$ cat config.mk
export PLATFORM = sky130hd
export DESIGN_NAME = param_wallace_multiplier
export DESIGN_NICKNAME = d
export VERILOG_FILES = /design/src/rtl/wallace_pkg.sv /design/src/rtl/csa_level.sv /design/src/rtl/param_wallace_multiplier.sv
export SDC_FILE = /design/constraint.sdc
export NUM_CORES = 2
export LEC_CHECK = 0
export ABC_CLOCK_PERIOD_IN_PS = 127100
export CAP_MARGIN = 10
export CORE_MARGIN = 2
export CORE_UTILIZATION = 57
export CTS_CLUSTER_SIZE = 10
export DETAILED_ROUTE_END_ITERATION = 12
export PLACE_DENSITY = 0.75
export SYNTH_ARGS = -nofsm -noshare
export SYNTH_HDL_FRONTEND = slang
export SYNTH_SLANG_ARGS = --single-unit
$ cat constraint.sdc
create_clock -name clk -period 127.1 [get_ports clk]
set_clock_uncertainty 0.05 [all_clocks]
set_input_delay 19.065 -clock clk [delete_from_list [all_inputs] [get_ports clk]]
set_output_delay 19.065 -clock clk [all_outputs]
set_load 0.05 [all_outputs]
$ cat src/rtl/wallace_pkg.sv
// ---------------------------------------------------------------------------
// wallace_pkg
// Shared sizing helpers for the parametrised Wallace-tree multiplier.
//   rows_next(rows)        : row count after one 3:2 carry-save level
//   rows_at(rows, level)   : row count entering reduction level 'level'
//   wallace_levels(rows)   : number of reduction levels needed to reach 2 rows
//   latency(width)         : accept-to-out_valid latency in cycles
// ---------------------------------------------------------------------------
package wallace_pkg;

    localparam int WIDTH_MIN = 32'sd4;
    localparam int WIDTH_MAX = 32'sd64;

    // Every full group of three rows becomes a sum row plus a carry row.
    function automatic int rows_next(input int rows);
        return (32'sd2 * (rows / 32'sd3)) + (rows % 32'sd3);
    endfunction

    function automatic int rows_at(input int rows, input int level);
        int r;
        r = rows;
        for (int k = 0; k < WIDTH_MAX; k++) begin
            if (k < level) begin
                r = rows_next(r);
            end
        end
        return r;
    endfunction

    function automatic int wallace_levels(input int rows);
        int r;
        int n;
        r = rows;
        n = 32'sd0;
        for (int k = 0; k < WIDTH_MAX; k++) begin
            if (r > 32'sd2) begin
                r = rows_next(r);
                n = n + 32'sd1;
            end
        end
        return n;
    endfunction

    // Operand register + reduction levels + final adder register.
    function automatic int latency(input int width);
        return wallace_levels(width) + 32'sd2;
    endfunction

endpackage

$ cat src/rtl/csa_level.sv
// ---------------------------------------------------------------------------
// csa_level
// One registered Wallace reduction level. Every full group of three rows is
// compressed 3:2 into a sum row and a carry row; the 1 or 2 leftover rows are
// passed through. Output rows are registered and frozen while en_i is low.
//   clk, rst  : clock, synchronous active-high reset (clears valid only)
//   en_i      : pipe advance enable (low = hold data and valid)
//   valid_i   : incoming rows carry a real operation
//   rows_i    : ROWS_IN flattened rows, W bits each (row k at [k*W +: W])
//   valid_o   : registered valid
//   rows_o    : ROWS_OUT flattened registered rows
// ---------------------------------------------------------------------------
module csa_level
    import wallace_pkg::*;
#(
    parameter int ROWS_IN = 3,
    parameter int W       = 16,
    localparam int ROWS_OUT = rows_next(ROWS_IN)
) (
    input  logic                  clk,
    input  logic                  rst,
    input  logic                  en_i,
    input  logic                  valid_i,
    input  logic [ROWS_IN*W-1:0]  rows_i,
    output logic                  valid_o,
    output logic [ROWS_OUT*W-1:0] rows_o
);

    localparam int GROUPS = ROWS_IN / 3;
    localparam int LEFT   = ROWS_IN % 3;

    logic [ROWS_OUT*W-1:0] rows_d;
    logic [ROWS_OUT*W-1:0] rows_q;
    logic                  valid_q;

    // Majority of three bits per column, weighted one column higher.
    function automatic logic [W-1:0] carry3(input logic [W-1:0] x,
                                            input logic [W-1:0] y,
                                            input logic [W-1:0] z);
        logic [W-1:0] m;
        m = (x & y) | (x & z) | (y & z);
        return {m[W-2:0], 1'b0};
    endfunction

    // Compress each triple into (sum, carry); leftovers follow the compressed pairs.
    always_comb begin
        rows_d = '0;
        for (int g = 0; g < GROUPS; g++) begin
            rows_d[(2*g)*W +: W]   = rows_i[(3*g)*W +: W] ^ rows_i[(3*g+1)*W +: W]
                                   ^ rows_i[(3*g+2)*W +: W];
            rows_d[(2*g+1)*W +: W] = carry3(rows_i[(3*g)*W +: W], rows_i[(3*g+1)*W +: W],
                                            rows_i[(3*g+2)*W +: W]);
        end
        for (int k = 0; k < LEFT; k++) begin
            rows_d[(2*GROUPS+k)*W +: W] = rows_i[(3*GROUPS+k)*W +: W];
        end
    end

    // Level register; bubbles may carry stale data, only valid is reset.
    always_ff @(posedge clk) begin
        if (rst) begin
            valid_q <= 1'b0;
        end else if (en_i) begin
            valid_q <= valid_i;
            rows_q  <= rows_d;
        end
    end

    assign valid_o = valid_q;
    assign rows_o  = rows_q;

endmodule

$ cat src/rtl/param_wallace_multiplier.sv
// ---------------------------------------------------------------------------
// param_wallace_multiplier
// Fully pipelined WIDTH x WIDTH Wallace-tree multiplier with per-operation
// signed/unsigned mode and a valid/ready handshake. Backpressure freezes the
// whole pipe. Latency is wallace_levels(WIDTH) + 2 cycles when not stalled.
//   clk, rst     : clock, synchronous active-high reset
//   a, b         : operands (WIDTH bits)
//   signed_mode  : 1 = two's complement, 0 = unsigned; sampled with a/b
//   in_valid     : operands present
//   in_ready     : pipe can accept (combinational, low only while stalled)
//   product      : 2*WIDTH result of the oldest completed operation
//   out_valid    : product is valid
//   out_ready    : consumer takes product this cycle
// ---------------------------------------------------------------------------
module param_wallace_multiplier
    import wallace_pkg::*;
#(
    parameter int WIDTH = 32
) (
    input  logic                 clk,
    input  logic                 rst,
    input  logic [WIDTH-1:0]     a,
    input  logic [WIDTH-1:0]     b,
    input  logic                 signed_mode,
    input  logic                 in_valid,
    output logic                 in_ready,
    output logic [2*WIDTH-1:0]   product,
    output logic                 out_valid,
    input  logic                 out_ready
);

    localparam int PW = 2 * WIDTH;
    localparam int L  = wallace_levels(WIDTH);

    if ((WIDTH < WIDTH_MIN) || (WIDTH > WIDTH_MAX)) begin : g_width_check
        $error("param_wallace_multiplier: WIDTH out of range");
    end

    logic             stall_s;
    logic             adv_s;
    logic [WIDTH-1:0] a_q;
    logic [WIDTH-1:0] b_q;
    logic             mode_q;
    logic             v0_q;
    logic [WIDTH*PW-1:0] pp_s;
    logic [PW-1:0]    product_d;
    logic [PW-1:0]    product_q;
    logic             out_valid_q;

    assign stall_s  = out_valid_q & ~out_ready;
    assign adv_s    = ~stall_s;
    assign in_ready = adv_s;

    // Operand stage; mode travels with its operands so modes may mix in flight.
    always_ff @(posedge clk) begin
        if (rst) begin
            v0_q <= 1'b0;
        end else if (adv_s) begin
            v0_q   <= in_valid;
            a_q    <= a;
            b_q    <= b;
            mode_q <= signed_mode;
        end
    end

    // Partial-product rows. Signed mode inverts terms where exactly one index is
    // the sign bit; the two correction ones sit in row 0's unused bits WIDTH and PW-1.
    always_comb begin
        pp_s = '0;
        for (int i = 0; i < WIDTH; i++) begin
            for (int j = 0; j < WIDTH; j++) begin
                pp_s[i*PW + i + j] = (a_q[j] & b_q[i])
                                   ^ (mode_q & ((i == WIDTH - 1) != (j == WIDTH - 1)));
            end
        end
        pp_s[WIDTH]  = mode_q;
        pp_s[PW - 1] = mode_q;
    end

    for (genvar k = 0; k < L; k++) begin : g_lvl
        localparam int RIN  = rows_at(WIDTH, k);
        localparam int ROUT = rows_next(RIN);

        logic [RIN*PW-1:0]  rows_in_s;
        logic               valid_in_s;
        logic [ROUT*PW-1:0] rows_out_s;
        logic               valid_out_s;

        if (k == 0) begin : g_first
            assign rows_in_s  = pp_s;
            assign valid_in_s = v0_q;
        end else begin : g_next
            assign rows_in_s  = g_lvl[k-1].rows_out_s;
            assign valid_in_s = g_lvl[k-1].valid_out_s;
        end

        csa_level #(
            .ROWS_IN (RIN),
            .W       (PW)
        ) u_csa (
            .clk     (clk),
            .rst     (rst),
            .en_i    (adv_s),
            .valid_i (valid_in_s),
            .rows_i  (rows_in_s),
            .valid_o (valid_out_s),
            .rows_o  (rows_out_s)
        );
    end

    // Carry-propagate add; the carry out of the top bit is dropped on purpose.
    assign product_d = g_lvl[L-1].rows_out_s[PW-1:0] + g_lvl[L-1].rows_out_s[2*PW-1:PW];

    // Result register; only a valid operation overwrites product, so it holds across bubbles.
    always_ff @(posedge clk) begin
        if (rst) begin
            out_valid_q <= 1'b0;
            product_q   <= '0;
        end else if (adv_s) begin
            out_valid_q <= g_lvl[L-1].valid_out_s;
            if (g_lvl[L-1].valid_out_s) begin
                product_q <= product_d;
            end
        end
    end

    assign product   = product_q;
    assign out_valid = out_valid_q;

endmodule

* Word level (Yosys, flattened, before mapping)
Cells that the tools add are included.
Storage, ports and cells: register bits after elaboration 4360, input port bits 69, output and inout port bits 66, word-level logic and storage cells 1325
Cells by class: $add $sub $neg 1, bitwise operators 1300, reduce and logical (&&, ||, !) cells 2
Operators by type and width (number):
- 63-bit bitwise OR | 60
- 63-bit bitwise AND | 58
- 64-bit bitwise XOR | 38
- 1-bit bitwise AND | 1025
- 63-bit by 62-bit bitwise AND with 63-bit output | 2
- 33-bit by 34-bit bitwise AND with 34-bit output | 2
- 64-bit adder | 1
- 64-bit by 33-bit bitwise XOR with 64-bit output | 1
- 64-bit by 34-bit bitwise XOR with 64-bit output | 1
- 64-bit by 37-bit bitwise XOR with 64-bit output | 1
- 64-bit by 40-bit bitwise XOR with 64-bit output | 1
- 64-bit by 43-bit bitwise XOR with 64-bit output | 1
- 64-bit by 46-bit bitwise XOR with 64-bit output | 1
- 64-bit by 49-bit bitwise XOR with 64-bit output | 1
- 64-bit by 52-bit bitwise XOR with 64-bit output | 1
- 64-bit by 55-bit bitwise XOR with 64-bit output | 1
- 64-bit by 58-bit bitwise XOR with 64-bit output | 1
- 64-bit by 61-bit bitwise XOR with 64-bit output | 1
- 64-bit by 62-bit bitwise XOR with 64-bit output | 1
- 64-bit by 63-bit bitwise XOR with 64-bit output | 1
- 1-bit bitwise XOR | 62
- 59-bit by 61-bit bitwise AND with 61-bit output | 1
- 60-bit by 61-bit bitwise AND with 61-bit output | 1
- 59-bit by 60-bit bitwise AND with 60-bit output | 1
- 36 further kinds | 39

* Longest topological paths before layout
depth in word-level cells 5, gate-level depth with buffers 12, gate-level depth less buffers 12

* By module
From an unflattened synthesis, not the netlist that was laid out.
Unflattened totals: cells, all modules 8534, area, all modules 184336.8 um^2
By module, submodules not included:
- csa_level at g_lvl[0].u_csa | instances 1, cells an instance 2063, area an instance 54886.4 um^2, sequential area each 42000.3 um^2
- csa_level at g_lvl[1].u_csa | instances 1, cells an instance 1420, area an instance 37664.9 um^2, sequential area each 28637.5 um^2
- csa_level at g_lvl[2].u_csa | instances 1, cells an instance 970, area an instance 25543.2 um^2, sequential area each 19088.3 um^2
- csa_level at g_lvl[3].u_csa | instances 1, cells an instance 648, area an instance 17265.3 um^2, sequential area each 13382.8 um^2
- param_wallace_multiplier | instances 1, cells an instance 2192, area an instance 15615.0 um^2, sequential area each 3273.1 um^2
- csa_level at g_lvl[4].u_csa | instances 1, cells an instance 455, area an instance 12165.4 um^2, sequential area each 9569.2 um^2
- csa_level at g_lvl[5].u_csa | instances 1, cells an instance 326, area an instance 8987.4 um^2, sequential area each 7677.4 um^2
- csa_level at g_lvl[6].u_csa | instances 1, cells an instance 262, area an instance 7065.5 um^2, sequential area each 5755.5 um^2
- csa_level at g_lvl[7].u_csa | instances 1, cells an instance 198, area an instance 5143.7 um^2, sequential area each 3833.7 um^2

* Least setup slack after synthesis
OpenSTA, ideal clock, no wires.
path type input to register, start point in rst, end point reg a_q[0], enable pin, setup time 5694 ps, data arrival time 127679 ps, required time 121356 ps, setup slack -6323 ps, stages 4, path buffers 3, cells stage by stage clkbuf_1 > clkbuf_1 > buf_1 > nor2_1
On the way: word-level cells in the longest chain between the ends 2
Ends and longest elaborated chain:
- from (decl) | line param_wallace_multiplier.sv:21 | input logic rst,
- 1-bit inverter (no source line)
- 2-bit AND reduction (no source line)
- to (signal assigned) | line param_wallace_multiplier.sv:60 | a_q <= a;
- to (decl) | line param_wallace_multiplier.sv:41 | logic [WIDTH-1:0] a_q;
No other way between the ends. A chain may end at the register's enable or synchronous reset.

* Worst setup path in the final report
start point in out_ready, end point out in_ready
On the way: word-level cells in the longest chain between the ends 3
Ends and longest elaborated chain:
- from (decl) | line param_wallace_multiplier.sv:29 | input logic out_ready
- 1-bit inverter | line param_wallace_multiplier.sv:50 | assign stall_s = out_valid_q & ~out_ready;
- 1-bit bitwise AND | line param_wallace_multiplier.sv:50
- 1-bit inverter (no source line)
- to (decl) | line param_wallace_multiplier.sv:26 | output logic in_ready,
No other way between the ends.

==> metrics.csv <==
metric,value,unit
status,finished clean,
grt_pass1_vias,53000,
fmax,24.7,MHz
cts-htree-levels,5,
layout.nets,7240,
die_h,447,um
rsz0062_at_grt,false,
relSlewSlack,24.8,%
cts_buffers,323,
ant_nets,0,
routed_via_density,5.68,
drv_cap,0,
rows,162,
postCtsSetupBuffers,0,
synthMostInstantiatedCell,edfxtp_1,
grt_max_degree,213,
tightest_slew,1.13,ns
dp_hpwl,131000,um
ys_seq_area_share,71.4,%
multi_input_area,31100,sq um
cts.clk_slew.worst_paths,0.05,ns
dieWidth,447,um
yosysUniqueCellTypes,74,
leakagePower,45.1,nW
grt_usage,21.9,%
syn_to_final_growth,11.7,%
pre_cts_ws,86.70,ns
hold_violations,0,
endpoint_kind,primary output,
insertion_delay,0.93,ns
synth-warning-count,0,
drive_gt1_share,7.75,%
seq_area,79900,sq um
startpoint_type,input port,
synth.net_count,6931,
critPathMaxFanout,12,
hold_depth,0,
use_met3,5.10,%
die_area,200000,sq um
reg2reg_to,g_lvl[0].u_csa.rows_o[221],
cp_data_required_time,107.99,ns
ctsResizeCount,0,
placed_cells,8350,
drcViolationCount,0,
n_fill_cell,12800,
overflow,0,
ys.flop_type,edfxtp_1,
routed_wl,212000,um
p_total,2.32,mW
top_level_ports,135,
finalSetupTns,0,ns
core_area,195000,sq um
hold_class,flip-flop to flip-flop,
grt_use_met2,32.9,%
instances_no_fill,8760,
fin_ws,86.67,ns
drt_iter0_markers,5607,
worstHoldStart,g_lvl[0].u_csa.rows_o[1393],
netlist.top_cell.by_area,edfxtp_1,
setup_viol,0,
root_buffer,clkbuf_16,
antenna_found_initial,28,
syn-instance-count,5742,
arrival,21.32,ns
min_period,40.43,ns
synth_edf_count,2612,
reg2reg_from,out_valid,
peakVddDrop,0.0175,mV
clock_sinks,2686,
portBuffers,134,
vias,49700,
grtUsageMet1,32.9,%
power_density,18.6,nW/um^2
reg2reg_depth,7,
wl_per_cell,24.2,um
busiest_layer,met1,
period_share,31.8,%
max-clock-path-buffers,4,
cts_tree,built,
crit_type,input port to primary output,
async_flop_share,0,%
syn_area,112000,sq um
min_delay_worst_endpoint,g_lvl[1].u_csa.rows_o[945],
final_core_util,64.2,%
start_util,57.4,%
cts-hold-fix-buffers,0,
synthTopCellsByArea,"edfxtp_1 70%, fa_1 16%, and2_1 5.4%",
synth_common_cells,"2612 x edfxtp_1, 963 x and2_1, 907 x fa_1",
r2r_slack,121.16,ns
grt_pass1_wl,324000,um
dr.pass1.iters,5,
synth_top_area_share,70.0,%
gp_congestion,0.829,
final_max_slew_viol_count,0,
ys_seq_elements,2686,
avgSynthCellArea,19.5,sq um
[worst max-delay path, cell delays in order]
cell             delay (ns)
clkdlybuf4s50_1        0.40
nor2b_1                0.66
inv_1                  0.39
clkdlybuf4s50_1        0.80
[layer usage]
metal | up-vias | wire [um]
met2 | 2111 | 97800
met1 | 26200 | 90400
met5 | - | 22
met3 | 362 | 19700
met4 | 4 | 4480
li1 | 21100 | -
[placed cells by master (no fill, tap or decap), types with 5 or more instances in the layout]
cell type,n
buf_4,88
inv_1,21
clkdlybuf4s50_1,133
nor4b_1,5
xor2_1,14
a211o_1,5
clkbuf_16,328
o211ai_1,6
o21bai_1,15
a211oi_1,7
nand3b_1,12
inv_6,10
and3_1,6
a21oi_2,5
diode_2,8
ha_1,213
dfxtp_1,74
nand3_1,11
edfxtp_1,2612
a31oi_1,7
o21ai_1,7
xnor2_1,86
fa_1,907
buf_12,6
a21o_1,24
nand2b_1,5
and2_1,962
a21oi_1,113
nor3_1,16
clkbuf_1,53
nand4_1,15
o21ai_0,30
nor2_1,35
nor3b_1,7
nand2_1,212
[layout make-up]
class	instances	area share (%)
Antenna cell	8	0.0160
Sequential cell	2686	63.9
Timing Repair Buffer	228	1.69
Tap cell	2624	2.62
Multi-Input combinational cell	2790	24.8
Clock buffer	381	6.72
Clock inverter	21	0.165
Inverter	22	0.0660
[cells by family (layout without fill, tap and decap cells)]
family	count (synthesis)	in the layout	synth area share, %
fa+ha+maj	1120	1120	18.6
compound gates	266	266	1.60
mux	3	3	0.0313
flops	2686	2686	71.4
other cells	0	8	0
xor+xnor	100	100	0.782
simple gates	1301	1301	6.73
buf+inv	266	652	0.897
[report_power, final]
part / total (mW) / switching (mW) / internal, mW
logic: 0.308 / 0.186 / 0.122
clock network: 0.781 / 0.318 / 0.463
registers: 1.23 / 0.0696 / 1.16
total: 2.32 / 0.574 / 1.75
[registers in the layout (all words and copies together) (netlist names)]
register	flops
b_q	32
mode_q	1
product	64
g_lvl.u_csa.valid_o	8
out_valid	1
a_q	32
g_lvl.u_csa.rows_o	2547
g_lvl.valid_in_s	1
[metrics by stage]
step	hold slack (ns)	cell area (sq um)
after floorplan	0.350	112000
after global placement	0.350	116000
after detailed placement	0.355	116000
after CTS	0.330	125000
after global routing	0.348	125000
final	0.327	125000
[worst max path at each step]
stage                     startpoint        to  slack (ns)  depth (start not counted)
after floorplan                  rst    a_q[0]       38.45                          4
after global placement     out_ready  in_ready       86.80                          4
after detailed placement   out_ready  in_ready       86.70                          4
after CTS                  out_ready  in_ready       86.70                          4
after global routing       out_ready  in_ready       86.54                          4
final                      out_ready  in_ready       86.67                          4
Note: power is estimated with default switching activity, not from simulation.
